[src/rtl/uart_sdram_pkg.sv]
// rtl/uart_sdram_pkg.sv - shared pacer state encoding and UART frame timing derivation
package uart_sdram_pkg;

  typedef enum logic [1:0] {
    S_IDLE = 2'd0,
    S_REQ  = 2'd1,
    S_CAPT = 2'd2,
    S_GAP  = 2'd3
  } pacer_state_t;

  function automatic int calc_baud_cnt(input int clk_freq, input int uart_bps);
    return clk_freq / uart_bps;
  endfunction

  // One start bit, eight data bits and one stop bit, plus idle guard cycles.
  function automatic int calc_gap_cyc(input int clk_freq, input int uart_bps, input int guard_cyc);
    return calc_baud_cnt(clk_freq, uart_bps) * 10 + guard_cyc;
  endfunction

endpackage

[src/rtl/byte_gap_timer.sv]
// rtl/byte_gap_timer.sv - counts GAP_CYC cycles after start, pulses expire on the last one
module byte_gap_timer #(
  parameter int GAP_CYC = 104
) (
  input  logic clk,
  input  logic rst,
  input  logic start,
  output logic expire
);

  localparam int GAP_W = $clog2(GAP_CYC + 1);
  localparam logic [GAP_W-1:0] LAST = GAP_W'(GAP_CYC - 1);

  logic [GAP_W-1:0] cnt_q;
  logic             run_q;

  always_ff @(posedge clk) begin
    if (rst) begin
      cnt_q <= '0;
      run_q <= 1'b0;
    end else if (start) begin
      cnt_q <= '0;
      run_q <= 1'b1;
    end else if (run_q) begin
      if (cnt_q == LAST) begin
        run_q <= 1'b0;
      end else begin
        cnt_q <= cnt_q + GAP_W'(1);
      end
    end
  end

  assign expire = run_q && (cnt_q == LAST);

endmodule

[src/rtl/uart_tx_pacer.sv]
// rtl/uart_tx_pacer.sv - drains one burst from the SDRAM read FIFO into uart_tx, one byte per frame
module uart_tx_pacer
  import uart_sdram_pkg::*;
#(
  parameter int UART_BPS  = 9600,
  parameter int CLK_FREQ  = 50_000_000,
  parameter int GUARD_CYC = 16,
  parameter int CNT_W     = 24
) (
  input  logic             clk,
  input  logic             rst,
  input  logic [CNT_W-1:0] burst_num,
  input  logic [9:0]       rd_fifo_num,
  input  logic [7:0]       rd_fifo_rd_data,
  output logic             rd_en,
  output logic             tx_flag,
  output logic [7:0]       tx_data,
  output logic             busy,
  output logic             done
);

  localparam int GAP_CYC = calc_gap_cyc(CLK_FREQ, UART_BPS, GUARD_CYC);

  pacer_state_t     state_q, state_d;
  logic [CNT_W-1:0] remaining_q, remaining_d;
  logic             rd_en_q, rd_en_d;
  logic             tx_flag_q, tx_flag_d;
  logic             busy_q, busy_d;
  logic             done_q, done_d;
  logic [7:0]       tx_data_q;
  logic             gap_start, gap_expire;
  logic             fifo_ne, start_ok;

  assign fifo_ne  = (rd_fifo_num != 10'd0);
  assign start_ok = (burst_num != '0) && (CNT_W'(rd_fifo_num) >= burst_num);

  byte_gap_timer #(
    .GAP_CYC (GAP_CYC)
  ) u_gap (
    .clk    (clk),
    .rst    (rst),
    .start  (gap_start),
    .expire (gap_expire)
  );

  // The pop decision is made one cycle ahead so the registered rd_en is high
  // during REQ itself; REQ only stalls while that lookahead saw an empty FIFO.
  always_comb begin
    state_d     = state_q;
    remaining_d = remaining_q;
    rd_en_d     = 1'b0;
    tx_flag_d   = 1'b0;
    busy_d      = busy_q;
    done_d      = 1'b0;
    gap_start   = 1'b0;
    unique case (state_q)
      S_IDLE: begin
        if (start_ok) begin
          state_d     = S_REQ;
          busy_d      = 1'b1;
          rd_en_d     = 1'b1;
          remaining_d = burst_num - CNT_W'(1);
        end
      end
      S_REQ: begin
        if (rd_en_q) begin
          state_d   = S_CAPT;
          tx_flag_d = 1'b1;
        end else if (fifo_ne) begin
          rd_en_d     = 1'b1;
          remaining_d = remaining_q - CNT_W'(1);
        end
      end
      S_CAPT: begin
        gap_start = 1'b1;
        state_d   = S_GAP;
      end
      S_GAP: begin
        if (gap_expire) begin
          if (remaining_q == '0) begin
            state_d = S_IDLE;
            done_d  = 1'b1;
            busy_d  = 1'b0;
          end else begin
            state_d = S_REQ;
            if (fifo_ne) begin
              rd_en_d     = 1'b1;
              remaining_d = remaining_q - CNT_W'(1);
            end
          end
        end
      end
      default: state_d = S_IDLE;
    endcase
  end

  always_ff @(posedge clk) begin
    if (rst) begin
      state_q     <= S_IDLE;
      remaining_q <= '0;
      rd_en_q     <= 1'b0;
      tx_flag_q   <= 1'b0;
      busy_q      <= 1'b0;
      done_q      <= 1'b0;
      tx_data_q   <= 8'h00;
    end else begin
      state_q     <= state_d;
      remaining_q <= remaining_d;
      rd_en_q     <= rd_en_d;
      tx_flag_q   <= tx_flag_d;
      busy_q      <= busy_d;
      done_q      <= done_d;
      if (state_q == S_CAPT) begin
        tx_data_q <= rd_fifo_rd_data;
      end
    end
  end

  // FIFO q is valid during CAPT, alongside tx_flag; the copy holds it afterwards.
  assign tx_data = (state_q == S_CAPT) ? rd_fifo_rd_data : tx_data_q;
  assign rd_en   = rd_en_q;
  assign tx_flag = tx_flag_q;
  assign busy    = busy_q;
  assign done    = done_q;

endmodule
[config.mk]
export PLATFORM = sky130hd
export DESIGN_NAME = uart_tx_pacer
export DESIGN_NICKNAME = d
export VERILOG_FILES = /design/src/rtl/uart_sdram_pkg.sv /design/src/rtl/byte_gap_timer.sv /design/src/rtl/uart_tx_pacer.sv
export SDC_FILE = /design/constraint.sdc
export NUM_CORES = 1
export LEC_CHECK = 0
export CORE_AREA = 2 2 102 104
export DETAILED_ROUTE_END_ITERATION = 8
export DIE_AREA = 0 0 104 106
export PLACE_DENSITY = 0.66
export SYNTH_ARGS = -nofsm -noshare
export SYNTH_HDL_FRONTEND = slang
export SYNTH_HIERARCHICAL = 1
export SYNTH_SLANG_ARGS = --single-unit
[constraint.sdc]
create_clock -name clk -period 5.1 [get_ports clk]
set_input_delay 1.02 -clock clk [delete_from_list [all_inputs] [get_ports clk]]
set_output_delay 1.02 -clock clk [all_outputs]
set_load 0.005 [all_outputs]
==> results of run 1 <==
## cell type report
class                   count  area share (%)
inverters                  19            1.57
clock inverters             3           0.551
flip-flops and latches     55            24.2
multi-input cells         400            55.8
clock buffers               5            1.51
repair buffers             58            12.6
well taps                 136            3.74
## worst min-delay path, stage by stage, from the launching register on
cell	delay [ns]
sky130_fd_sc_hd__dfxtp_1	0.34
sky130_fd_sc_hd__nand2_1	0.06
sky130_fd_sc_hd__a21oi_1	0.05
## stage by stage
stage               util (%)  total power [mW]  hold slack, ns  setup WS [ns]
CTS                     45.4              1.36           0.483           1.06
global placement        44.5              1.09           0.467          0.808
floorplan                  -             0.942           0.446           1.23
global route            45.4              1.45           0.507          0.751
detailed placement      44.5              1.10           0.467          0.720
finish                  45.4              1.36           0.483           1.05
## routing by layer
metal	wire length (um)	part of all wire [%]	vias up	GRT usage, %
met1	4750	45	1816	24.8
met4	212	2.0	0	6.85
met2	5000	47	127	30.7
met5	0	0	-	0
met3	579	5.5	23	2.88
li1	-	-	1920	-
## worst max-delay path by stage
| stage | from | to | slack (ns) | cells after the start |
|---|---|---|---|---|
| final | burst_num[21] | remaining_q[22]$_SDFFE_PP0P_ | 1.05 | 8 |
| after global routing | burst_num[2] | remaining_q[19]$_SDFFE_PP0P_ | 0.75 | 10 |
| after CTS | burst_num[21] | remaining_q[19]$_SDFFE_PP0P_ | 1.06 | 8 |
| after detailed placement | burst_num[21] | remaining_q[22]$_SDFFE_PP0P_ | 0.72 | 8 |
| after global placement | burst_num[21] | remaining_q[22]$_SDFFE_PP0P_ | 0.81 | 8 |
| after floorplan | state_q[1]$_SDFFE_PP0P_ | remaining_q[22]$_SDFFE_PP0P_ | 1.23 | 15 |
## sequential cells by signal, indices dropped and copies added (netlist names)
name / flops
rd_en: 1
tx_flag: 1
state_q: 2
u_gap/cnt_q: 16
busy: 1
done: 1
u_gap/run_q: 1
remaining_q: 24
tx_data_q: 8
## synth_stat cells, types with 3 or more instances
cell,count
sky130_fd_sc_hd__nor2_1,58
sky130_fd_sc_hd__dfxtp_1,55
sky130_fd_sc_hd__nand2_1,46
sky130_fd_sc_hd__a21oi_1,27
sky130_fd_sc_hd__nor3_1,27
sky130_fd_sc_hd__o21ai_0,25
sky130_fd_sc_hd__inv_1,19
sky130_fd_sc_hd__ha_1,17
sky130_fd_sc_hd__nor4_1,16
sky130_fd_sc_hd__clkbuf_1,15
sky130_fd_sc_hd__nand3_1,14
sky130_fd_sc_hd__nand4_1,14
sky130_fd_sc_hd__a31oi_1,13
sky130_fd_sc_hd__xor2_1,12
sky130_fd_sc_hd__mux2i_1,11
sky130_fd_sc_hd__or3_1,11
sky130_fd_sc_hd__o2111ai_1,10
sky130_fd_sc_hd__and2_1,9
sky130_fd_sc_hd__mux2_2,9
sky130_fd_sc_hd__and3_1,6
sky130_fd_sc_hd__or4_1,6
sky130_fd_sc_hd__nor2b_1,5
sky130_fd_sc_hd__buf_2,4
sky130_fd_sc_hd__buf_6,4
sky130_fd_sc_hd__o211ai_1,4
sky130_fd_sc_hd__o21ai_1,4
sky130_fd_sc_hd__o32ai_1,4
sky130_fd_sc_hd__or2_2,4
sky130_fd_sc_hd__xnor2_1,4
sky130_fd_sc_hd__a211oi_1,3
sky130_fd_sc_hd__a21o_1,3
sky130_fd_sc_hd__o31ai_1,3
## logic make-up (layout without fill, tap and decap cells)
family | Yosys count | count (layout)
adder cells (fa/ha/maj) | 17 | 17
multiplexers | 20 | 20
XOR/XNOR | 16 | 16
AO/OA/AOI/OAI | 111 | 111
flip-flops | 55 | 55
buffers and inverters | 46 | 85
AND/OR/NAND/NOR | 236 | 236
## power by group through the flow
stage | Sequential [mW] | Combinational [mW] | Clock [mW]
floorplan | 0.517 | 0.425 | 0
global placement | 0.530 | 0.558 | 0
detailed placement | 0.531 | 0.570 | 0
CTS | 0.521 | 0.573 | 0.268
global route | 0.530 | 0.634 | 0.284
finish | 0.523 | 0.579 | 0.262
==> flow_metrics.tcl, run 1 <==
set metrics [dict create \
    switching_share_pct 42.4 \
    drt_drc_violations_left 0 \
    p_sw_mw 0.578 \
    synth.area.top_cells "sky130_fd_sc_hd__dfxtp_1 29%, sky130_fd_sc_hd__nor2_1 5.6%, sky130_fd_sc_hd__ha_1 5.5%, sky130_fd_sc_hd__nand2_1 4.5%, sky130_fd_sc_hd__a21oi_1 3.5%" \
    grtUsageTotal_pct 18.7 \
    areaGrowthSynthToFinish_pct 17.9 \
    ir_drop_v 0.000137 \
    timing.hold.worst.start "remaining_q[9]$_SDFFE_PP0P_" \
    tns_ns 0 \
    min_period_over_period_pct 79.3 \
    slew-limit-headroom_pct 25.9 \
    tritoncts.num_buffers 5 \
    synthDominantAreaCellType "sky130_fd_sc_hd__dfxtp_1" \
    reg2reg_depth 11 \
    critPathMaxStageDelay_ns 0.93 \
    syn-instance-count 501 \
    setup_viol 0 \
    tritoncts "yes" \
    comb_power_share_pct 42.4 \
    die-width_um 104 \
    cts.root.buffer_cell "sky130_fd_sc_hd__clkbuf_8" \
    worst-r2r-setup-slack_ns 1.47 \
    critical_path_peak_fanout 29 \
    powerDensity_mw_per_mm2 300 \
    wl_per_cell_um 15.6 \
    numPortBuffers 55 \
    place_congestion 0.907 \
    n_antenna_cell 0 \
    status "finished clean" \
    r2r_end "remaining_q[22]$_SDFFE_PP0P_" \
    drtAntennaViolNets 0 \
    cts.repair_timing.setup_buffer_count 0 \
    edff_count_synth 0 \
    hold_buffers 0 \
    htreeDepth 2 \
    post_cts.resized_instances 0 \
    yosys.cell_types.count 64 \
    synth-adder-area-share_pct 5.52 \
    crit_family "simple AND/OR/NAND/NOR gates" \
    first_global_vias 3558 \
    effective_utilization_at_floorplan_pct 38.5 \
    layout_common_cells "57 x sky130_fd_sc_hd__nor2_1, 55 x sky130_fd_sc_hd__dfxtp_1, 55 x sky130_fd_sc_hd__clkdlybuf4s50_1" \
    grt_pass1_wl_mm 17.0 \
    pleak_nw 1.67 \
    num-fill-cells 1016 \
    grt_start_max_net_pins 48 \
    die_area_mm2 0.0110 \
    cell_internal_pwr_mw 0.786 \
    rows 37 \
    hp-class "reg2reg" \
    placed_cells_incl_taps 668 \
    grt_setup_unrepaired "false" \
    layout_min_cycle_time_ns 4.05 \
    drt_pre_antenna_iters 5 \
    drv.max_cap_violation_count 0 \
    core-area_mm2 0.0100 \
    first_iter_violations 209 \
    skew_ns 0.0110 \
    num-nets-final 600 \
    synth.ff_latch_count 55 \
    drv_slew 0 \
    die_h_um 106 \
    critPathSlowestCell "sky130_fd_sc_hd__and2_1" \
    hpwl_mm 7.73 \
    synth_area_mm2 0.00385 \
    synthXorXnorAreaFrac_pct 3.64 \
    yosysWarningCount 6 \
    globalRouteOverflowTotal 0 \
    yosys-mux-area-fraction_pct 5.49 \
    total_area_of_multi_input_combinational_cells_mm2 0.00253 \
    seq_total_area_yosys_pct 28.6 \
    start_kind "input port" \
    totalWireLength_mm 10.5 \
    finish.cell_count_without_fillers 676 \
    final_hold_viol_count 0 \
    cts.path.max_buffers 2 \
    routed-via-count 3886 \
    main_combinational_cell_family_by_area_after_synthesis "simple AND/OR/NAND/NOR gates" \
    clock_sink_count 55 \
    portion_of_total_power_attributed_to_the_clock_network_pct 19.2 \
    synth_top_cell_area_share_pct 28.6 \
    synth-main-ff-cell "sky130_fd_sc_hd__dfxtp_1" \
    hold_path_depth 2 \
    compound_cell_area_share_of_the_yosys_netlist_pct 19.1 \
    vias_per_cell 5.75 \
    placed_cell_area_mm2 0.00445 \
    timing_worst_slew_pin_value_ns 1.11 \
    layout.area.seq_mm2 0.00110 \
    critPathKind "in2reg" \
    top_level_ports 56 \
    crit_path_end_kind "flop" \
    syn_nets 562 \
    layout_commonest_cell "sky130_fd_sc_hd__nor2_1" \
    crit_path_cell_trace "clkdlybuf4s50_1 > or4_1 > a211oi_2 > nand4_1 > o41ai_2 > and2_1 > o211ai_1 > a32o_1" \
    synth-async-reset-ratio_pct 0 \
    cp.arrival_ns 4.26 \
    endpoint_worst_hold "remaining_q[9]$_SDFFE_PP0P_" \
    crit_required_ns 5.32 \
    grt_antenna_before_repair 0 \
    drive_gt1_share_pct 7.04 \
    worst_r2r_startpoint "state_q[1]$_SDFFE_PP0P_" \
    critical_path_buf_inv_count 1 \
    timing.fmax_mhz 247 \
    synth_simple_gate_area_share_pct 31.9 \
    path_clk_slew_ns 0.11 \
    fin_area_mm2 0.00454 \
    worstSkewPairLatency_ns 0.32 \
    power.sequential.fraction_pct 38.4 \
    synth.avg_cell_area_um2 7.69 \
]
(Power assumes the default switching activity.)
==> run 2, diff against run 1 <==
--- a/config.mk
+++ b/config.mk
@@ -8,7 +8,7 @@
 export CORE_AREA = 2 2 102 104
 export DETAILED_ROUTE_END_ITERATION = 8
 export DIE_AREA = 0 0 104 106
-export PLACE_DENSITY = 0.66
+export PLACE_DENSITY = 0.69
 export SYNTH_ARGS = -nofsm -noshare
 export SYNTH_HDL_FRONTEND = slang
 export SYNTH_HIERARCHICAL = 1
==> constraint.sdc (replaced) <==
create_clock -name clk -period 3.6 [get_ports clk]
set_input_delay 0.72 -clock clk [delete_from_list [all_inputs] [get_ports clk]]
set_output_delay 0.72 -clock clk [all_outputs]
set_load 0.005 [all_outputs]
==> run 2 against run 1 <==
Net effect: count of clock-buffer cells in the layout is the same; sequential cell count is the same; clock skew grew 0.0020 ns; hold slack lost 0.0036 ns; largest cell class unchanged.
==> flow_metrics.tcl, run 2 (synthesis gave the netlist of run 1 again) <==
set metrics [dict create \
    worst-r2r-setup-slack_ns 0.43 \
    totalWireLength_mm 10.3 \
    effective_utilization_at_floorplan_pct 38.5 \
    wl_per_cell_um 15.1 \
    reg2reg_depth 12 \
    critPathKind "in2reg" \
    layout_common_cells "57 x sky130_fd_sc_hd__nor2_1, 55 x sky130_fd_sc_hd__dfxtp_1, 55 x sky130_fd_sc_hd__clkdlybuf4s50_1" \
    crit_path_cell_trace "clkdlybuf4s50_1 > inv_1 > ha_1 > o21ai_0 > a211oi_2 > nand4_1 > o41ai_2 > nand2_2 > buf_12 > or3_1 > a31oi_1" \
    first_global_vias 3725 \
    grt_pass1_wl_mm 17.3 \
    rows 37 \
    hold_buffers 0 \
    design_power_total_mw 1.97 \
    skew_ns 0.0130 \
    cts.repair_timing.setup_buffer_count 0 \
    endpoint_worst_hold "remaining_q[9]$_SDFFE_PP0P_" \
    layout_min_cycle_time_ns 3.30 \
    postLayoutSetupSlackWorst_ns 0.295 \
    pleak_nw 1.72 \
    grtUsageTotal_pct 18.6 \
    timing_worst_slew_pin_value_ns 0.841 \
    start_kind "input port" \
    top_register "remaining_q" \
    cts.root.buffer_cell "sky130_fd_sc_hd__clkbuf_8" \
    critPathMaxStageDelay_ns 0.52 \
    tritoncts "yes" \
    final_hold_viol_count 0 \
    cts.path.max_buffers 2 \
    power.sequential.fraction_pct 37.5 \
    worst_r2r_startpoint "state_q[1]$_SDFFE_PP0P_" \
    pre_cts_ws_ns 0.00611 \
    post_cts.resized_instances 0 \
    drtAntennaViolNets 0 \
    n_antenna_cell 0 \
    grt_setup_unrepaired "false" \
    layout.core_utilization_pct 46.2 \
    first_iter_violations 208 \
    setup_viol 0 \
    largestRegisters "remaining_q (24), u_gap/cnt_q (16), tx_data_q (8)" \
    grt_start_max_net_pins 49 \
    min_period_over_period_pct 91.8 \
    tns_ns 0 \
    clock_sink_count 55 \
    die-width_um 104 \
    layout_commonest_cell "sky130_fd_sc_hd__nor2_1" \
    crit_required_ns 3.86 \
    htreeDepth 2 \
    path_clk_slew_ns 0.11 \
    critPathSlowestCell "sky130_fd_sc_hd__clkdlybuf4s50_1" \
    die_area_mm2 0.0110 \
    timing.hold.worst.start "remaining_q[9]$_SDFFE_PP0P_" \
    hpwl_mm 7.71 \
    worstSkewPairLatency_ns 0.33 \
    portion_of_total_power_attributed_to_the_clock_network_pct 19.1 \
    cell_internal_pwr_mw 1.14 \
    core-area_mm2 0.0100 \
    cp.arrival_ns 3.57 \
    crit_path_end_kind "flop" \
    r2r_end "remaining_q[22]$_SDFFE_PP0P_" \
    top_level_ports 56 \
    globalRouteOverflowTotal 0 \
    grt_antenna_before_repair 0 \
    timing.fmax_mhz 303 \
    drive_gt1_share_pct 8.58 \
    powerDensity_mw_per_mm2 426 \
    critical_path_peak_fanout 21 \
    switching_share_pct 41.9 \
    comb_power_share_pct 43.4 \
    areaGrowthSynthToFinish_pct 20.0 \
    slew-limit-headroom_pct 43.9 \
    ir_drop_v 0.000252 \
    place_congestion 0.872 \
    p_sw_mw 0.825 \
    vias_per_cell 5.70 \
    routed-via-count 3896 \
    drt_drc_violations_left 0 \
    hold_path_depth 2 \
    num-nets-final 608 \
    drv.max_cap_violation_count 0 \
    status "finished clean" \
    numPortBuffers 55 \
    drt_pre_antenna_iters 5 \
    drv_slew 0 \
    tritoncts.num_buffers 5 \
    largest_register_ffs 24 \
    die_h_um 106 \
    hp-class "reg2reg" \
]
run 2: area by class of cell:
type                    instances  area (um2)
fillers                      1016        5380
flip-flops and latches         55        1100
clock buffers                   5        68.8
well taps                     136         170
repair buffers                 66         646
multi-input cells             400        2540
inverters                      19        71.3
clock inverters                 3        27.5
run 2: metrics by stage:
stage	std cells	hold slack (ns)	area, um2
4_1_cts	684	0.481	4620
3_3_place_gp	676	0.463	4530
3_5_place_dp	676	0.465	4530
6_report	684	0.479	4620
5_1_grt	684	0.503	4620
2_1_floorplan	501	0.446	3860
run 2: worst max-delay path by stage:
| stage | from | endpoint | slack [ns] | depth (start not counted) |
|---|---|---|---|---|
| 2_1_floorplan | state_q[1]$_SDFFE_PP0P_ | remaining_q[22]$_SDFFE_PP0P_ | 0.05 | 15 |
| 3_3_place_gp | burst_num[8] | remaining_q[14]$_SDFFE_PP0P_ | 0.10 | 11 |
| 3_5_place_dp | burst_num[8] | remaining_q[14]$_SDFFE_PP0P_ | 0.006 | 11 |
| 4_1_cts | burst_num[8] | remaining_q[6]$_SDFFE_PP0P_ | 0.33 | 11 |
| 5_1_grt | state_q[1]$_SDFFE_PP0P_ | remaining_q[22]$_SDFFE_PP0P_ | 0.13 | 12 |
| 6_report | burst_num[8] | remaining_q[11]$_SDFFE_PP0P_ | 0.30 | 11 |
run 2: power groups by stage:
stage	combinational, mW	clock, mW	sequential (mW)
after floorplan	0.606	0	0.733
after global placement	0.823	0	0.750
after detailed placement	0.839	0	0.752
after CTS	0.846	0.392	0.738
after global routing	0.940	0.411	0.750
final	0.855	0.375	0.739
run 2: critical path, delay by kind of cell:
family | cells | cell delay [ns]
buf+inv | 3 | 0.81
compound gates | 4 | 0.94
simple gates | 3 | 0.80
fa+ha+maj | 1 | 0.28
run 2: per-layer routing:
| metal | wire [um] | part of all wire, % | global-route usage, % |
|---|---|---|---|
| met5 | 0 | 0 | 0 |
| met4 | 195 | 1.9 | 6.47 |
| met3 | 413 | 4.0 | 2.58 |
| met2 | 4930 | 48 | 32.3 |
| met1 | 4760 | 46 | 23.7 |
==> run 3, diff against run 2 <==
--- a/config.mk
+++ b/config.mk
@@ -8,6 +8,7 @@
 export CORE_AREA = 2 2 102 104
 export DETAILED_ROUTE_END_ITERATION = 8
 export DIE_AREA = 0 0 104 106
+export GPL_TIMING_DRIVEN = 0
 export PLACE_DENSITY = 0.69
 export SYNTH_ARGS = -nofsm -noshare
 export SYNTH_HDL_FRONTEND = slang
==> run 3 against run 2 <==
Net effect: count of clock-buffer cells in the layout increased by 1; global-route usage up 2.7 points; critical path depth is 1 higher.
==> flow_metrics.tcl, run 3 (synthesis gave the netlist of run 1 again) <==
set metrics [dict create \
    status "finished clean" \
    first_global_vias 4041 \
    hold_path_depth 2 \
    crit_required_ns 3.80 \
    drt_pre_antenna_iters 5 \
    grt_pass1_wl_mm 19.5 \
    cts.path.max_buffers 2 \
    tritoncts "yes" \
    postLayoutSetupSlackWorst_ns 0.181 \
    die_area_mm2 0.0110 \
    ir_drop_v 0.000261 \
    tns_ns 0 \
    crit_cells 12 \
    grt_start_max_net_pins 18 \
    finish.cell_count_without_fillers 704 \
    largestRegisters "remaining_q (24), u_gap/cnt_q (16), tx_data_q (8)" \
    cts.root.buffer_cell "sky130_fd_sc_hd__clkbuf_8" \
    globalRouteOverflowTotal 0 \
    final_hold_viol_count 0 \
    pleak_nw 1.80 \
    crit_path_end_kind "flop" \
    layout.area.seq_mm2 0.00110 \
    htreeDepth 2 \
    drt_drc_violations_left 0 \
    layout.core_utilization_pct 48.1 \
    grt_antenna_before_repair 0 \
    grtUsageTotal_pct 21.4 \
    timing.fmax_mhz 293 \
    powerDensity_mw_per_mm2 449 \
    first_iter_violations 328 \
    largest_register_ffs 24 \
    fin_area_mm2 0.00481 \
    layout_commonest_cell "sky130_fd_sc_hd__nor2_1" \
    wl_per_cell_um 16.9 \
    place_congestion 0.980 \
    worstSkewPairLatency_ns 0.33 \
    numPortBuffers 55 \
    setup_viol 0 \
    rows 37 \
    drv_slew 0 \
    n_antenna_cell 0 \
    areaGrowthSynthToFinish_pct 24.9 \
    hp-class "reg2reg" \
    placed_cells_incl_taps 692 \
    path_clk_slew_ns 0.11 \
    num-fill-cells 1001 \
    critPathKind "in2reg" \
    cp.arrival_ns 3.62 \
    slew-limit-headroom_pct 45.1 \
    routed-via-count 4193 \
    most_prevalent_standard_cell_on_the_critical_path "sky130_fd_sc_hd__o21ai_0" \
    critPathMaxStageDelay_ns 0.56 \
    critical_path_buf_inv_count 4 \
    pre_cts_ws_ns -0.955 \
    skew_ns 0.00648 \
    crit_path_cell_trace "clkdlybuf4s50_1 > inv_1 > ha_1 > o21ai_0 > a211oi_2 > nand4_1 > o41ai_2 > nand2_2 > buf_2 > buf_6 > o21ai_0 > a21oi_1" \
    min_period_over_period_pct 95.0 \
    total_area_of_multi_input_combinational_cells_mm2 0.00259 \
    drive_gt1_share_pct 11.6 \
    clock_sink_count 55 \
    vias_per_cell 5.96 \
    reg2reg_depth 15 \
    critPathSlowestCell "sky130_fd_sc_hd__clkdlybuf4s50_1" \
    crit_family "buffers and inverters" \
    hpwl_mm 8.71 \
    layout_common_cells "57 x sky130_fd_sc_hd__nor2_1, 55 x sky130_fd_sc_hd__clkdlybuf4s50_1, 54 x sky130_fd_sc_hd__dfxtp_1" \
    core-area_mm2 0.0100 \
    die-width_um 104 \
    num-nets-final 628 \
    totalWireLength_mm 11.9 \
    placed_cell_area_mm2 0.00458 \
    tritoncts.num_buffers 5 \
    layout_min_cycle_time_ns 3.42 \
    top_level_ports 56 \
    start_kind "input port" \
    effective_utilization_at_floorplan_pct 38.5 \
    critical_path_peak_fanout 10 \
    die_h_um 106 \
    top_register "remaining_q" \
    timing_worst_slew_pin_value_ns 0.817 \
    drtAntennaViolNets 0 \
    drv.max_cap_violation_count 0 \
]
run 3: power breakdown:
part | internal (mW) | switching, mW
Combinational | 0.360 | 0.597
Clock | 0.229 | 0.230
Sequential | 0.670 | 0.0724
Total | 1.26 | 0.900
run 3: worst paths after layout:
path / endpoint / slack, ns / startpoint
worst max-delay path: remaining_q[5]$_SDFFE_PP0P_ / 0.18 / burst_num[8]
worst min-delay path: u_gap/cnt_q[1]$_SDFFE_PP0P_ / 0.49 / u_gap/cnt_q[1]$_SDFFE_PP0P_
worst min register to register: u_gap/cnt_q[1]$_SDFFE_PP0P_ / 0.49 / u_gap/cnt_q[1]$_SDFFE_PP0P_
worst max register to register: remaining_q[20]$_SDFFE_PP0P_ / 0.23 / state_q[0]$_SDFFE_PP0P_
run 3: metrics by stage:
step	power [mW]	hold slack, ns
CTS	2.11	0.495
detailed placement	1.64	0.480
global route	2.27	0.517
finish	2.16	0.494
global placement	1.62	0.466
floorplan	1.34	0.446
run 3: metal layers:
| metal | track usage, % | share of wire [%] |
|---|---|---|
| met5 | 0 | 0 |
| met4 | 7.43 | 2.5 |
| met3 | 3.13 | 6.7 |
| met1 | 26.4 | 42 |
| met2 | 37.9 | 49 |
run 3: layout make-up:
class	count	area share [%]
multi-input combinational	400	53.8
buffer	26	3.54
timing repair buffer	60	12.2
tap	136	3.54
clock inverter	2	0.806
sequential	55	22.9
clock buffer	6	1.72
inverter	19	1.48
run 3: what timing repair did:
action | 4_1_cts | 5_1_grt
pin swaps | 1 | 2
hold buffers | 0 | 0
endpoints found under the setup margin | 11 | 18
buffers inserted | 0 | 5
resized for setup | 15 | 9
run 3: worst register-to-register path, stage by stage, from the launching register on:
cell	delay (ns)
sky130_fd_sc_hd__dfxtp_1	0.36
sky130_fd_sc_hd__ha_2	0.26
sky130_fd_sc_hd__clkbuf_4	0.23
sky130_fd_sc_hd__nor2_4	0.14
sky130_fd_sc_hd__buf_4	0.19
sky130_fd_sc_hd__clkbuf_4	0.23
sky130_fd_sc_hd__buf_6	0.17
sky130_fd_sc_hd__mux2i_1	0.21
sky130_fd_sc_hd__ha_2	0.24
sky130_fd_sc_hd__nand3_2	0.14
sky130_fd_sc_hd__nor3_4	0.35
sky130_fd_sc_hd__buf_4	0.18
sky130_fd_sc_hd__nand4_1	0.12
sky130_fd_sc_hd__xnor2_1	0.19
sky130_fd_sc_hd__nor2_1	0.06
sky130_fd_sc_hd__o32ai_1	0.22
